`config.mk`:
```
export PLATFORM = sky130hd
export DESIGN_NAME = alu_ctrl_mc
export DESIGN_NICKNAME = d
export VERILOG_FILES = /design/src/rtl/alu_ctrl_pkg.sv /design/src/rtl/muldiv_iter.sv /design/src/rtl/alu_ctrl_mc.sv
export SDC_FILE = /design/constraint.sdc
export NUM_CORES = 1
export LEC_CHECK = 0
export CORE_AREA = 8 8 191 102
export DETAILED_ROUTE_END_ITERATION = 8
export DIE_AREA = 0 0 199 110
export GPL_TIMING_DRIVEN = 0
export PLACE_DENSITY = 0.84
export SYNTH_ARGS = -nofsm -noshare
export SYNTH_HDL_FRONTEND = slang
export SYNTH_SLANG_ARGS = --single-unit
```
`constraint.sdc`:
```
create_clock -name clk -period 6.2 [get_ports clk]
set_input_delay 1.86 -clock clk [delete_from_list [all_inputs] [get_ports clk]]
set_output_delay 1.86 -clock clk [all_outputs]
set_load 0.05 [all_outputs]
```
`src/rtl/alu_ctrl_pkg.sv`:
```
// Shared constants for the multi-cycle RV32 ALU controller: ALU op encoding,
// ALU_Op classes, M-extension funct3 codes and the sequencer state type.
package alu_ctrl_pkg;

    localparam logic [3:0] OP_AND  = 4'b0000;
    localparam logic [3:0] OP_OR   = 4'b0001;
    localparam logic [3:0] OP_ADD  = 4'b0010;
    localparam logic [3:0] OP_SLL  = 4'b0011;
    localparam logic [3:0] OP_XOR  = 4'b0101;
    localparam logic [3:0] OP_SUB  = 4'b0110;
    localparam logic [3:0] OP_SLT  = 4'b0111;
    localparam logic [3:0] OP_SRL  = 4'b1000;
    localparam logic [3:0] OP_SRA  = 4'b1001;
    localparam logic [3:0] OP_SLTU = 4'b1010;

    localparam logic [1:0] ALUOP_MEM = 2'b00;
    localparam logic [1:0] ALUOP_BR  = 2'b01;
    localparam logic [1:0] ALUOP_R   = 2'b10;
    localparam logic [1:0] ALUOP_I   = 2'b11;

    localparam logic [6:0] F7_MULDIV = 7'b0000001;

    localparam logic [2:0] F3_MUL    = 3'd0;
    localparam logic [2:0] F3_MULH   = 3'd1;
    localparam logic [2:0] F3_MULHSU = 3'd2;
    localparam logic [2:0] F3_MULHU  = 3'd3;
    localparam logic [2:0] F3_DIV    = 3'd4;
    localparam logic [2:0] F3_DIVU   = 3'd5;
    localparam logic [2:0] F3_REM    = 3'd6;
    localparam logic [2:0] F3_REMU   = 3'd7;

    typedef enum logic [1:0] {
        S_IDLE,
        S_MUL,
        S_DIV,
        S_DONE
    } md_state_e;

    // MULH/MULHSU/DIV/REM read rs1 as signed; only MULH/DIV/REM read rs2 as signed.
    function automatic logic signedRs1(input logic [2:0] f3);
        return (f3 == F3_MULH) || (f3 == F3_MULHSU) || (f3 == F3_DIV) || (f3 == F3_REM);
    endfunction

    function automatic logic signedRs2(input logic [2:0] f3);
        return (f3 == F3_MULH) || (f3 == F3_DIV) || (f3 == F3_REM);
    endfunction

endpackage

```
`src/rtl/muldiv_iter.sv`:
```
// Radix-2 iterative engine on unsigned magnitudes: shift-add multiply, or
// restoring divide when ALU_CTRL_DIV_EN is defined. One step per run_i cycle.
module muldiv_iter #(
    parameter int XLEN = 32
) (
    input  logic            clk,
    input  logic            rst_n,
`ifdef ALU_CTRL_DIV_EN
    input  logic            isDiv_i,
`endif
    input  logic            start_i,
    input  logic            run_i,
    input  logic [XLEN-1:0] a_i,
    input  logic [XLEN-1:0] b_i,
    output logic            done_o,
    output logic [XLEN-1:0] hi_o,
    output logic [XLEN-1:0] lo_o
);

    localparam int CW = $clog2(XLEN);
    localparam logic [CW-1:0] LAST = CW'(XLEN - 1);

    logic [XLEN-1:0] hi_q, hi_d, lo_q, lo_d, b_q;
    logic [CW-1:0]   cnt_q;
    logic [XLEN:0]   sum;
`ifdef ALU_CTRL_DIV_EN
    logic            isDiv_q;
    logic [XLEN:0]   shifted, diff;
`endif

    // Multiply: {hi,lo} holds partial product over the shifting multiplier.
    // Divide: hi is the partial remainder, lo shifts dividend out / quotient in.
    always_comb begin
        sum  = {1'b0, hi_q} + (lo_q[0] ? {1'b0, b_q} : '0);
        hi_d = sum[XLEN:1];
        lo_d = {sum[0], lo_q[XLEN-1:1]};
`ifdef ALU_CTRL_DIV_EN
        shifted = {hi_q, lo_q[XLEN-1]};
        diff    = shifted - {1'b0, b_q};
        if (isDiv_q) begin
            if (!diff[XLEN]) begin
                hi_d = diff[XLEN-1:0];
                lo_d = {lo_q[XLEN-2:0], 1'b1};
            end else begin
                hi_d = shifted[XLEN-1:0];
                lo_d = {lo_q[XLEN-2:0], 1'b0};
            end
        end
`endif
    end

    always_ff @(posedge clk or negedge rst_n) begin
        if (!rst_n) begin
            hi_q    <= '0;
            lo_q    <= '0;
            b_q     <= '0;
            cnt_q   <= '0;
`ifdef ALU_CTRL_DIV_EN
            isDiv_q <= 1'b0;
`endif
        end else if (start_i) begin
            hi_q    <= '0;
            lo_q    <= a_i;
            b_q     <= b_i;
            cnt_q   <= '0;
`ifdef ALU_CTRL_DIV_EN
            isDiv_q <= isDiv_i;
`endif
        end else if (run_i) begin
            hi_q  <= hi_d;
            lo_q  <= lo_d;
            cnt_q <= cnt_q + 1'b1;
        end
    end

    assign done_o = run_i && (cnt_q == LAST);
    assign hi_o   = hi_q;
    assign lo_o   = lo_q;

endmodule

```
`src/rtl/alu_ctrl_mc.sv`:
```
// Multi-cycle RV32 ALU controller: base op decode plus sequencing of the
// iterative M-extension engine. Divide support is built only with ALU_CTRL_DIV_EN.
module alu_ctrl_mc
    import alu_ctrl_pkg::*;
#(
    parameter int XLEN = 32
) (
    input  logic            clk,
    input  logic            rst_n,
    input  logic            in_valid,
    output logic            in_ready,
    input  logic [1:0]      ALU_Op,
    input  logic [2:0]      funct3,
    input  logic [6:0]      funct7,
    input  logic [XLEN-1:0] rs1,
    input  logic [XLEN-1:0] rs2,
    input  logic            flush,
    output logic [3:0]      op,
    output logic            is_md,
    output logic            stall,
    output logic            md_valid,
    output logic [XLEN-1:0] md_result,
    output logic            md_illegal
);

    md_state_e       state_q, state_d;
    logic [2:0]      funct3_q;
    logic            negQuot_q;
    logic [XLEN-1:0] result_q, fixRes;
    logic            accept, signA, signB, engDone, engRun;
    logic [XLEN-1:0] magA, magB, engHi, engLo, negHi;
`ifdef ALU_CTRL_DIV_EN
    logic            negRem_q, divZero_q, divZero;
`else
    logic            illegal_q;
`endif

    assign is_md = (ALU_Op == ALUOP_R) && (funct7 == F7_MULDIV);

    always_comb begin
        op = OP_ADD;
        case (ALU_Op)
            ALUOP_MEM: op = OP_ADD;
            ALUOP_BR:  op = OP_SUB;
            default: begin
                if (!is_md) begin
                    case (funct3)
                        3'd0: op = (ALU_Op == ALUOP_R && funct7[5]) ? OP_SUB : OP_ADD;
                        3'd1: op = OP_SLL;
                        3'd2: op = OP_SLT;
                        3'd3: op = OP_SLTU;
                        3'd4: op = OP_XOR;
                        3'd5: op = funct7[5] ? OP_SRA : OP_SRL;
                        3'd6: op = OP_OR;
                        default: op = OP_AND;
                    endcase
                end
            end
        endcase
    end

    assign accept = (state_q == S_IDLE) && in_valid && is_md && !flush;
    assign signA  = signedRs1(funct3) && rs1[XLEN-1];
    assign signB  = signedRs2(funct3) && rs2[XLEN-1];
    assign magA   = signA ? -rs1 : rs1;
    assign magB   = signB ? -rs2 : rs2;
    assign engRun = (state_q == S_MUL) || (state_q == S_DIV);
`ifdef ALU_CTRL_DIV_EN
    assign divZero = funct3[2] && (rs2 == '0);
`endif

    always_comb begin
        state_d = state_q;
        case (state_q)
            S_IDLE: begin
                if (accept) begin
`ifdef ALU_CTRL_DIV_EN
                    if (!funct3[2])   state_d = S_MUL;
                    else if (divZero) state_d = S_DONE;
                    else              state_d = S_DIV;
`else
                    state_d = funct3[2] ? S_DONE : S_MUL;
`endif
                end
            end
            S_MUL, S_DIV: if (engDone) state_d = S_DONE;
            default:      state_d = S_IDLE;
        endcase
        if (flush) state_d = S_IDLE;
    end

    muldiv_iter #(.XLEN(XLEN)) u_engine (
        .clk     (clk),
        .rst_n   (rst_n),
`ifdef ALU_CTRL_DIV_EN
        .isDiv_i (funct3[2]),
`endif
        .start_i (accept),
        .run_i   (engRun),
        .a_i     (magA),
        .b_i     (magB),
        .done_o  (engDone),
        .hi_o    (engHi),
        .lo_o    (engLo)
    );

    // Upper half of the negated 2*XLEN product: borrow only propagates when lo is zero.
    assign negHi = ~engHi + {{(XLEN-1){1'b0}}, (engLo == '0)};

    always_comb begin
        fixRes = '0;
        case (funct3_q)
            F3_MUL:                      fixRes = engLo;
            F3_MULH, F3_MULHSU, F3_MULHU: fixRes = negQuot_q ? negHi : engHi;
`ifdef ALU_CTRL_DIV_EN
            F3_DIV, F3_DIVU:
                fixRes = divZero_q ? '1 : (negQuot_q ? -engLo : engLo);
            F3_REM, F3_REMU:
                fixRes = divZero_q ? (negRem_q ? -engLo : engLo)
                                   : (negRem_q ? -engHi : engHi);
`endif
            default:                     fixRes = '0;
        endcase
    end

    always_ff @(posedge clk or negedge rst_n) begin
        if (!rst_n) begin
            state_q   <= S_IDLE;
            funct3_q  <= '0;
            negQuot_q <= 1'b0;
            result_q  <= '0;
`ifdef ALU_CTRL_DIV_EN
            negRem_q  <= 1'b0;
            divZero_q <= 1'b0;
`else
            illegal_q <= 1'b0;
`endif
        end else begin
            state_q <= state_d;
            if (accept) begin
                funct3_q  <= funct3;
                negQuot_q <= signA ^ signB;
`ifdef ALU_CTRL_DIV_EN
                negRem_q  <= signA;
                divZero_q <= divZero;
`else
                illegal_q <= funct3[2];
`endif
            end
            if (state_q == S_DONE) result_q <= fixRes;
        end
    end

    assign in_ready  = (state_q == S_IDLE);
    assign stall     = (state_q != S_IDLE) || accept;
    assign md_valid  = (state_q == S_DONE);
    assign md_result = md_valid ? fixRes : result_q;
`ifdef ALU_CTRL_DIV_EN
    assign md_illegal = 1'b0;
`else
    assign md_illegal = md_valid && illegal_q;
`endif

endmodule

```
### After elaboration in Yosys (flattened, before gate mapping)

Index checks and enable logic that the tools add are counted.
Widths: inputs -> output; s select.

| storage, ports and cells | value |
|---|---|
| flip-flop bits (word level) | 140 |
| word-level logic and storage cells | 83 |

| cells by class | value |
|---|---|
| bitwise logic cells | 2 |
| muxes and demuxes | 22 |
| equal/unequal tests | 18 |
| add/subtract/negate cells | 5 |
| reductions and logical operators | 27 |

Operators with widths:

| cell | number |
|---|---|
| $mux 32 | 9 |
| $neg 32->32 | 2 |
| $pmux 32 s2 | 1 |
| $add 32x33->33 | 1 |
| $add 32x1->32 | 1 |
| $logic_not 32->1 | 1 |
| $not 32->32 | 1 |
| $pmux 4 s7 | 1 |
| $eq 3x2->1 const B | 4 |
| $mux 5 | 2 |
| $eq 3x3->1 const B | 3 |
| $logic_and 1x1->1 | 9 |
| $mux 2 | 4 |
| $pmux 4 s2 | 1 |
| $eq 7x1->1 const B | 1 |
| $logic_or 1x1->1 | 7 |
| $eq 2x2->1 const B | 3 |
| $eq 3x1->1 const B | 2 |
| $logic_not 3->1 | 2 |
| $add 5x1->5 const B | 1 |
| $eq 5x5->1 const B | 1 |
| $eq 2x1->1 const B | 2 |
| $logic_not 2->1 | 2 |
| $mux 4 | 1 |
| 11 further kinds | 12 |

### Logic depth before layout (Yosys ltp)

Gate-level depths: netlist of the first run.

| depth | value |
|---|---|
| word-level depth | 7 |
| gate-level depth with buffers | 12 |
| depth with buffers taken out | 12 |

### Hierarchy

From an unflattened synthesis of the first run, not the netlist that was laid out.

| unflattened totals | value |
|---|---|
| cells, all modules | 1,162 |
| area total of the unflattened synthesis | 10,183.5 um^2 |

By module, submodules not included:

| module | sequential area each (um^2) | times used | cells an instance | area an instance (um^2) |
|---|---|---|---|---|
| muldiv_iter | 2,527.4 | 1 | 656 | 6,204.7 |
| alu_ctrl_mc | 950.9 | 1 | 506 | 3,978.8 |

### Worst setup path before layout of the first run

Ideal clock, no wire load.

| timing path | value |
|---|---|
| kind | register to output |
| start | register u_engine.lo_q[0], in the netlist u_engine.lo_o[0] |
| end | output md_result[26] |
| cell stages (with the launch flop) | 12 |
| arrival | 3,469 ps |
| required time | 4,340 ps |
| path slack | 871 ps |
| cell sequence | dfrtp_1 > nor4_1 > nand4_1 > nor2_1 > ha_1 > nor2b_1 > and4_1 > nand3_1 > o41ai_1 > xnor2_1 > nor2_1 > o32ai_1 |

| between the ends | value |
|---|---|
| cells in the longest elaborated chain, start to end | 5 |

Ends and longest elaborated chain:

| item | line | RTL |
|---|---|---|
| start: declaration | muldiv_iter.sv:23 | `logic [XLEN-1:0] hi_q, hi_d, lo_q, lo_d, b_q;` |
| start signal: assignment | muldiv_iter.sv:63 | `lo_q <= a_i;` |
| start signal: assignment | muldiv_iter.sv:71 | `lo_q <= lo_d;` |
| $logic_not 32->1 | alu_ctrl_mc.sv:108 | `assign negHi = ~engHi + {{(XLEN-1){1'b0}}, (engLo == '0)};` |
| $add 32x1->32 | alu_ctrl_mc.sv:108 |  |
| $mux 32 | alu_ctrl_mc.sv:114 | `F3_MULH, F3_MULHSU, F3_MULHU: fixRes = negQuot_q ? negHi : engHi;` |
| $pmux 32 s2 | alu_ctrl_mc.sv:112 | `case (funct3_q)` |
| $mux 32 | n/a |  |
| end: declaration | alu_ctrl_mc.sv:22 | `output logic [XLEN-1:0] md_result,` |

Every way passes these cells.

### Worst setup path in the final report of the first run

| timing path | value |
|---|---|
| start | register u_engine.lo_q[0], in the netlist u_engine.lo_o[0] |
| end | output md_result[16] |

Same word-level chain as after synthesis.

==> flow_summary.rst, run 1 <==
.. list-table::
   :header-rows: 1

   * - Metric
     - Value
   * - Status
     - finished clean
   * - Final critical path time including I/O delays and setup
     - 6095 ps
   * - Layout cells sized above 1
     - 4.801%
   * - Synthesized area per cell
     - 8.329 um2
   * - Via count of the first global-routing pass
     - 9,318
   * - Max-cap violations
     - 0
   * - Count of endpoints failing hold in the final timing report
     - 0
   * - Total global-route track usage
     - 29.17%
   * - Count of flip-flops with a built-in enable after synthesis
     - 0
   * - Number of buffers and inverters on the critical path
     - 1
   * - Setup TNS after final layout
     - 0 ps
   * - Final antenna-violating net count
     - 0
   * - Critical Path Sink Type
     - output port
   * - GR Util met3
     - 8.818%
   * - Most used DFF post-synth
     - dfrtp_1
   * - Post-synthesis register bit count
     - 139
   * - Highest cell delay on the worst timing path
     - 850 ps
   * - Deepest clock path buffer count
     - 2
   * - Cell type with the largest total area after synthesis
     - dfrtp_1
   * - Most common cell type on the critical path
     - nor2_1
   * - Number of post-CTS setup repair buffers
     - 0
   * - Fmax achieved
     - 164.1 MHz
   * - Clock latency on the worst-skew pair
     - 430 ps
   * - Drt first-iter violations
     - 1,178
   * - Setup slack after layout
     - 105.3 ps
   * - Number of design rule violations left after detail routing
     - 0
   * - Mean routed wirelength per cell
     - 20.53 um
   * - PnR Total Power
     - 4.699 mW
   * - Post-synthesis async set-or-reset flop share
     - 100.0%
   * - Library cells used by synthesis
     - 60
   * - Yosys synthesis warning count
     - 0
   * - Via-to-Cell Ratio
     - 6.293
   * - Total die area
     - 0.02189 mm2
   * - Max Fanout on Critical Path
     - 8
   * - Sequential fraction of the synthesis area
     - 35.36%
   * - Peak supply drop
     - 408.3 uV
   * - Num rows
     - 34
   * - Io pins
     - 121
   * - Sinks on Clock Net
     - 139
   * - Final setup skew
     - 9.437 ps
   * - Met1 usage in global routing
     - 44.30%
   * - Placement-stage worst setup slack
     - -113.2 ps
   * - Antenna diode instance count
     - 0
   * - Switching power
     - 2.025 mW
   * - Register clock-pin slew on the reported worst setup and hold paths
     - 60 ps
   * - Clock tree from TritonCTS
     - done
   * - Worst reg2reg path endpoint
     - u_engine.hi_o[27]
   * - Crit path cell chain
     - nor4_2 > nand4_1 > nor2_1 > ha_1 > nor2b_1 > and4_2 > nand2b_1 > o21ai_1 > xor2_1 > nor2_1 > a21oi_1 > o22ai_1 > clkdlybuf4s50_1
   * - Hold Path Class
     - reg -> reg
   * - Fraction of power consumed by sequential logic
     - 31.3%
   * - Power density normalized to cell area
     - 391.5 mW/mm2
   * - Global-route wire length before repair
     - 49.90 mm
   * - First-pass detailed-route iteration total
     - 7
   * - Top post-synthesis cells by area
     - dfrtp_1, xor2_1, ha_1
   * - Dominant delay contributor by cell family on the critical path
     - simple AND/OR/NAND/NOR gates
   * - Pint
     - 2.673 mW
   * - Slew HR
     - 4.660%
   * - Number of port buffers
     - 118
   * - Placer congestion estimate
     - 0.9364
   * - Worst Tran Pin Value
     - 1419 ps
   * - # nets final
     - 1,441
   * - WHS
     - 482.0 ps
   * - Final-report setup violation count
     - 0
   * - Net count of the mapped netlist
     - 1,302
   * - Logic gate share of total power
     - 44.1%
   * - Cells on worst reg2reg path
     - 12
   * - Most Crowded Layer GR
     - met1
   * - FILL cells
     - 1,335
   * - Top-area cell type share of the netlist area
     - 35.36%
   * - Number of CTS-inserted buffers
     - 17
   * - Worst setup path class
     - reg -> out
   * - Hold Path Depth
     - 2
   * - Critical R2R Launch
     - u_engine.lo_o[0]
   * - Die span in x
     - 199 um
   * - Leakage power figure
     - 4.919 nW
   * - Antenna violations before repair
     - 0
   * - Switching portion of total power
     - 43.11%
   * - Crit path max-delay cell type
     - clkdlybuf4s50_1
   * - Half-perimeter wire length of the detailed placement result
     - 24.73 mm
   * - CTS root buffer
     - clkbuf_16
   * - Kind of start point of the critical path
     - register
   * - Die Height
     - 110 um
   * - Number of instances in the synthesized netlist
     - 1,181
   * - Required @ worst endpoint
     - 4340 ps
   * - P&R area growth vs syn
     - 22.00%
   * - R2R Setup Slk
     - 2240 ps
   * - Count of H-tree levels built during CTS
     - 4
   * - Launch instance of the worst min-delay path
     - u_engine.b_q[10]
   * - Largest net degree at the start of global routing
     - 89
   * - Destination of the worst hold path
     - u_engine.b_q[10]
   * - Max-slew violation count
     - 0
   * - Netlist area before placement
     - 0.009837 mm2
   * - Initial Util
     - 58.25%
   * - Total via count in the routed design
     - 9,861
   * - Core ar.
     - 0.01689 mm2
   * - GR Layer Usage met2
     - 39.86%
   * - Total length of routed wires
     - 32.17 mm
   * - Clock power frac
     - 24.6%
   * - Period utilization
     - 98.30%
   * - Hold buffer count at CTS
     - 0
   * - Grt ovf
     - 0
   * - Arr. time, crit path
     - 4230 ps
## worst max-delay path by stage
stage	slack (ps)	endpoint	cells after the start	from
detailed placement	-110	stall	7	funct7[5]
global placement	-2320	u_engine.b_q[3]	1	rst_n
CTS	3	md_result[30]	12	u_engine.lo_o[0]
global route	-30	md_result[13]	12	u_engine.lo_o[0]
floorplan	870	md_result[26]	11	u_engine.lo_o[0]
finish	110	md_result[16]	13	u_engine.lo_o[0]
## sequential cells by signal, summed over array words and instances, names as in the netlist
name	count
negQuot_q	1
state_q	2
u_engine.hi_o	32
u_engine.lo_o	32
result_q	32
u_engine.cnt_q	5
u_engine.b_q	32
funct3_q	3
## layer usage
metal | wire length [um] | share of wire (%)
met2 | 12820 | 40
met5 | 0 | 0
met1 | 14980 | 47
met4 | 352 | 1.1
met3 | 4011 | 12
## power by group through the flow
stage / Sequential [mW] / Combinational [mW] / Clock, mW
finish: 1.47 / 2.07 / 1.15
global placement: 1.46 / 1.99 / 0
detailed placement: 1.46 / 2.04 / 0
floorplan: 1.37 / 1.47 / 0
CTS: 1.45 / 2.04 / 1.14
global route: 1.49 / 2.23 / 1.19
## worst register-to-register path: stages (launching register included)
cell      delay, ps
dfrtp_2         530
clkbuf_1        280
and2_1          230
ha_1            240
fa_1            420
a21o_1          200
a221oi_1        480
o211a_2         360
o21ai_1         150
a21oi_1         460
o31a_1          230
xor2_1          170
o21ai_1          80
## cells in the mapped netlist, drive strengths merged (7+ instances only)
| cell type | number |
|---|---|
| a21o | 16 |
| nor4 | 20 |
| nand2b | 10 |
| clkbuf | 56 |
| o21ai | 117 |
| a21oi | 80 |
| nor3 | 18 |
| nand3 | 11 |
| a31oi | 7 |
| nor2b | 12 |
| inv | 54 |
| dfrtp | 139 |
| o22ai | 27 |
| nand4 | 19 |
| ha | 40 |
| and2 | 36 |
| mux2i | 47 |
| a211oi | 8 |
| xnor2 | 53 |
| nor2 | 102 |
| o31ai | 22 |
| or2 | 10 |
| or3 | 17 |
| xor2 | 66 |
| nand2 | 127 |
## kinds of logic (layout without fill, tap and decap cells)
family	after synthesis	in the layout	share of synthesized area, %
compound gates	323	323	19.78
xor+xnor	119	119	10.60
fa+ha+maj	41	41	5.291
buf+inv	114	266	4.350
flops	139	139	35.36
mux	47	47	4.782
simple gates	398	398	19.84
## area by class of cell
cell class	instances	area, um2	area share [%]
Buffer	60	225.2	1.877
Clock inverter	12	193.9	1.616
Tap cell	234	292.8	2.440
Sequential cell	139	3480	28.99
Inverter	54	202.7	1.689
Timing Repair Buffer	120	1182	9.852
Multi-Input combinational cell	928	5968	49.73
Clock buffer	20	456.7	3.805
## repair_timing
| item | in CTS | in global routing |
|---|---|---|
| resized for setup | 24 | 27 |
| setup endpoints to repair | 14 | 24 |
| endpoints found under the hold margin | 0 | 0 |
## per-stage QoR
step                      area [um2]  std cells  util, %
final                          12000       1567    71.06
after global routing           12000       1567    71.06
after CTS                      11980       1566    70.96
after detailed placement       11340       1534    67.14
after global placement         11310       1533    66.97
after floorplan                 9837       1181        -
## cell usage in the layout (no fill, tap or decap), drive strengths merged, types with 6 or more instances in the layout
| master | synthesis | layout |
|---|---|---|
| xor2 | 66 | 66 |
| mux2i | 47 | 47 |
| nand2b | 10 | 10 |
| a31oi | 7 | 7 |
| nor2 | 102 | 102 |
| nor2b | 12 | 12 |
| a211oi | 8 | 8 |
| or2 | 10 | 10 |
| a21oi | 80 | 80 |
| inv | 54 | 54 |
| and2 | 36 | 36 |
| dlygate4sd2 | 0 | 6 |
| o31ai | 22 | 22 |
| o22ai | 27 | 27 |
| xnor2 | 53 | 53 |
| o21bai | 6 | 6 |
| o41ai | 6 | 6 |
| o21ai | 117 | 117 |
| ha | 40 | 40 |
| nand2 | 127 | 127 |
| or4 | 6 | 6 |
| clkdlybuf4s50 | 0 | 101 |
| clkbuf | 56 | 81 |
| dfrtp | 139 | 139 |
| nand3 | 11 | 11 |
| nor4 | 20 | 20 |
| or3 | 17 | 17 |
| a21o | 16 | 16 |
| o21a | 6 | 6 |
| nand4 | 19 | 19 |
| buf | 4 | 9 |
| nor3 | 18 | 18 |
(Power assumes the default switching activity.)
==> inputs of run 2 (changes only) <==
CORE_AREA = 8 8 247 130   (was 8 8 191 102)
DIE_AREA = 0 0 255 138   (was 0 0 199 110)
PLACE_DENSITY = default   (was 0.84)
==> run 2 against run 1 <==
Effect of this change:
- first-iteration DRC count fell by 25%
- maximum frequency is 0.12% lower
- die area is 61% higher
- largest cell class unchanged
- sequential share of layout area is 0.42 points lower
- count of clock-buffer cells in the layout rose by 5
- final area is 1.4% higher
- hold slack worse by 2.6 ps
- utilization fell by 28 points
- critical endpoint is now md_result[13]
- register-to-register slack lost 70 ps
- flip-flop and latch count is the same
- sequential power is essentially flat
- total power is 1.6% lower
==> flow_summary.rst, run 2 (synthesis results as in run 1) <==
.. list-table::
   :header-rows: 1

   * - Metric
     - Value
   * - Leakage power figure
     - 4.952 nW
   * - Fraction of power consumed by sequential logic
     - 31.7%
   * - Peak supply drop
     - 287.7 uV
   * - Die Height
     - 138 um
   * - Critical Path Sink Type
     - output port
   * - Number of design rule violations left after detail routing
     - 0
   * - Required @ worst endpoint
     - 4340 ps
   * - Antenna diode instance count
     - 0
   * - Wl on met1
     - 17.87 mm
   * - Antenna violations before repair
     - 0
   * - Via count of the first global-routing pass
     - 9,085
   * - Largest net degree at the start of global routing
     - 86
   * - Final-report setup violation count
     - 0
   * - Pint
     - 2.626 mW
   * - Final setup skew
     - 8.259 ps
   * - Dominant delay contributor by cell family on the critical path
     - simple AND/OR/NAND/NOR gates
   * - Hold Path Class
     - reg -> reg
   * - Number of placed cells counting well taps
     - 1,691
   * - Sinks on Clock Net
     - 139
   * - Deepest clock path buffer count
     - 2
   * - Length of routed met3 wiring
     - 2.655 mm
   * - Worst setup path class
     - reg -> out
   * - Total number of cells along the worst setup path
     - 12
   * - Arr. time, crit path
     - 4240 ps
   * - Placer congestion estimate
     - 0.8999
   * - Power density normalized to cell area
     - 380.0 mW/mm2
   * - Leading cell types in the layout, fill and taps excluded
     - dfrtp_1, nand2_1, nor2_1, clkdlybuf4s50_1, o21ai_1
   * - Global-route wire length before repair
     - 51.86 mm
   * - Number of CTS-inserted buffers
     - 17
   * - Period utilization
     - 98.42%
   * - Slew HR
     - 29.47%
   * - Crit path cell chain
     - nor4_1 > nand4_1 > nor2_1 > ha_1 > nand2_1 > or3_1 > o21ai_1 > xor2_1 > nor2_1 > a21oi_1 > o22ai_1 > clkdlybuf4s50_1
   * - Max-cap violations
     - 0
   * - Status
     - finished clean
   * - FILL cells
     - 2,916
   * - Length of routed met2 wiring
     - 12.18 mm
   * - CTS root buffer
     - clkbuf_16
   * - Logic gate share of total power
     - 45.0%
   * - Final antenna-violating net count
     - 0
   * - Total via count in the routed design
     - 9,259
   * - Initial Util
     - 34.49%
   * - Kind of start point of the critical path
     - register
   * - Number of port buffers
     - 118
   * - Die span in x
     - 255 um
   * - Half-perimeter wire length of the detailed placement result
     - 26.41 mm
   * - Final design utilization
     - 42.68%
   * - Hold buffer count at CTS
     - 0
   * - Multi-input gate area in the final layout
     - 0.005974 mm2
   * - Crit path max-delay cell type
     - clkdlybuf4s50_1
   * - Footprint of the flip-flops and latches
     - 0.003478 mm2
   * - Clock power frac
     - 23.3%
   * - Core ar.
     - 0.02852 mm2
   * - P&R area growth vs syn
     - 23.73%
   * - Fmax achieved
     - 163.9 MHz
   * - Final std cells w/o fill
     - 1,723
   * - Count of endpoints failing hold in the final timing report
     - 0
   * - Cells on worst reg2reg path
     - 11
   * - Total length of routed wires
     - 32.99 mm
   * - Number of buffers and inverters on the critical path
     - 1
   * - Worst Tran Pin Value
     - 1055 ps
   * - DR top layer
     - met4
   * - Max Fanout on Critical Path
     - 8
   * - Total global-route track usage
     - 18.62%
   * - Final critical path time including I/O delays and setup
     - 6102 ps
   * - Highest cell delay on the worst timing path
     - 850 ps
   * - Io pins
     - 121
   * - Switching portion of total power
     - 43.21%
   * - Total die area
     - 0.03519 mm2
   * - Switching power
     - 1.999 mW
   * - Most common cell type on the critical path
     - nor2_1
   * - Num rows
     - 44
   * - Register clock-pin slew on the reported worst setup and hold paths
     - 60 ps
   * - Drt first-iter violations
     - 878
   * - First-pass detailed-route iteration total
     - 5
   * - Layout cells sized above 1
     - 4.730%
   * - Grt ovf
     - 0
   * - Most frequent standard cell in the layout excluding fill and tap cells
     - dfrtp_1
   * - Clock latency on the worst-skew pair
     - 430 ps
   * - Max-slew violation count
     - 0
   * - # nets final
     - 1,440
   * - Via-to-Cell Ratio
     - 5.374
   * - Count of H-tree levels built during CTS
     - 4
   * - Setup TNS after final layout
     - 0 ps
   * - Mean routed wirelength per cell
     - 19.15 um
   * - RSZ-0062 raised after global routing
     - false
   * - Hold Path Depth
     - 2
   * - Clock tree from TritonCTS
     - done
==> run 2: path summary, 6_finish.rpt <==
path	start	to	slack, ps
min in group asynchronous	rst_n	result_q[22]	1400
min reg2reg	u_engine.b_q[28]	u_engine.b_q[28]	480
min	u_engine.b_q[28]	u_engine.b_q[28]	480
max in group asynchronous	rst_n	u_engine.hi_o[4]	3960
max	u_engine.lo_o[0]	md_result[13]	100
max reg2reg	u_engine.lo_o[0]	u_engine.hi_o[26]	2170
==> run 2: worst register-to-register path, delay by kind of cell (launching register included) <==
| kind | cells | cell delay (ps) |
|---|---|---|
| AOI/OAI and AO/OA | 8 | 2610 |
| adders and majority gates | 1 | 240 |
| buffers and inverters | 1 | 310 |
| DFF | 1 | 570 |
| and+or+nand+nor | 1 | 230 |
==> run 2: per-layer routing <==
layer / vias up / global-route usage (%)
met5: - / 0
met4: 0 / 3.906
met3: 23 / 5.276
li1: 4460 / -
met1: 4493 / 29.95
met2: 283 / 23.47
==> run 2: timing repair <==
| action | in CTS | in global routing |
|---|---|---|
| gates cloned | 0 | 0 |
| endpoints found under the setup margin | 14 | 15 |
| pin swaps | 0 | 0 |
| setup buffers | 0 | 0 |
| resized for setup | 29 | 22 |
==> run 2: cell type report <==
type                       count  share of cell area (%)
multi-input combinational    928                   49.09
sequential                   139                   28.58
timing repair buffer         119                   9.745
clock buffer                  25                   4.153
tap                          391                   4.019
buffer                        60                   1.850
inverter                      54                   1.665
clock inverter                 7                  0.9046
==> run 2: through the flow <==
step / power (mW) / hold slack, ps / worst slack (ps) / cell area [um2]
finish: 4.625 / 479.4 / 98.15 / 12170
global route: 4.900 / 502.9 / 7.389 / 12170
CTS: 4.617 / 484.8 / 0.6271 / 12140
detailed placement: 3.543 / 471.7 / -166.2 / 11540
global placement: 3.518 / 464.7 / -2559 / 11510
floorplan: 2.836 / 448.0 / 871.1 / 9837
==> run 2: power by group through the flow <==
| stage | clock (mW) | sequential [mW] | combinational, mW |
|---|---|---|---|
| after floorplan | 0 | 1.37 | 1.47 |
| after global placement | 0 | 1.47 | 2.05 |
| after detailed placement | 0 | 1.47 | 2.07 |
| after CTS | 1.10 | 1.46 | 2.06 |
| after global routing | 1.13 | 1.50 | 2.27 |
| final | 1.08 | 1.47 | 2.08 |
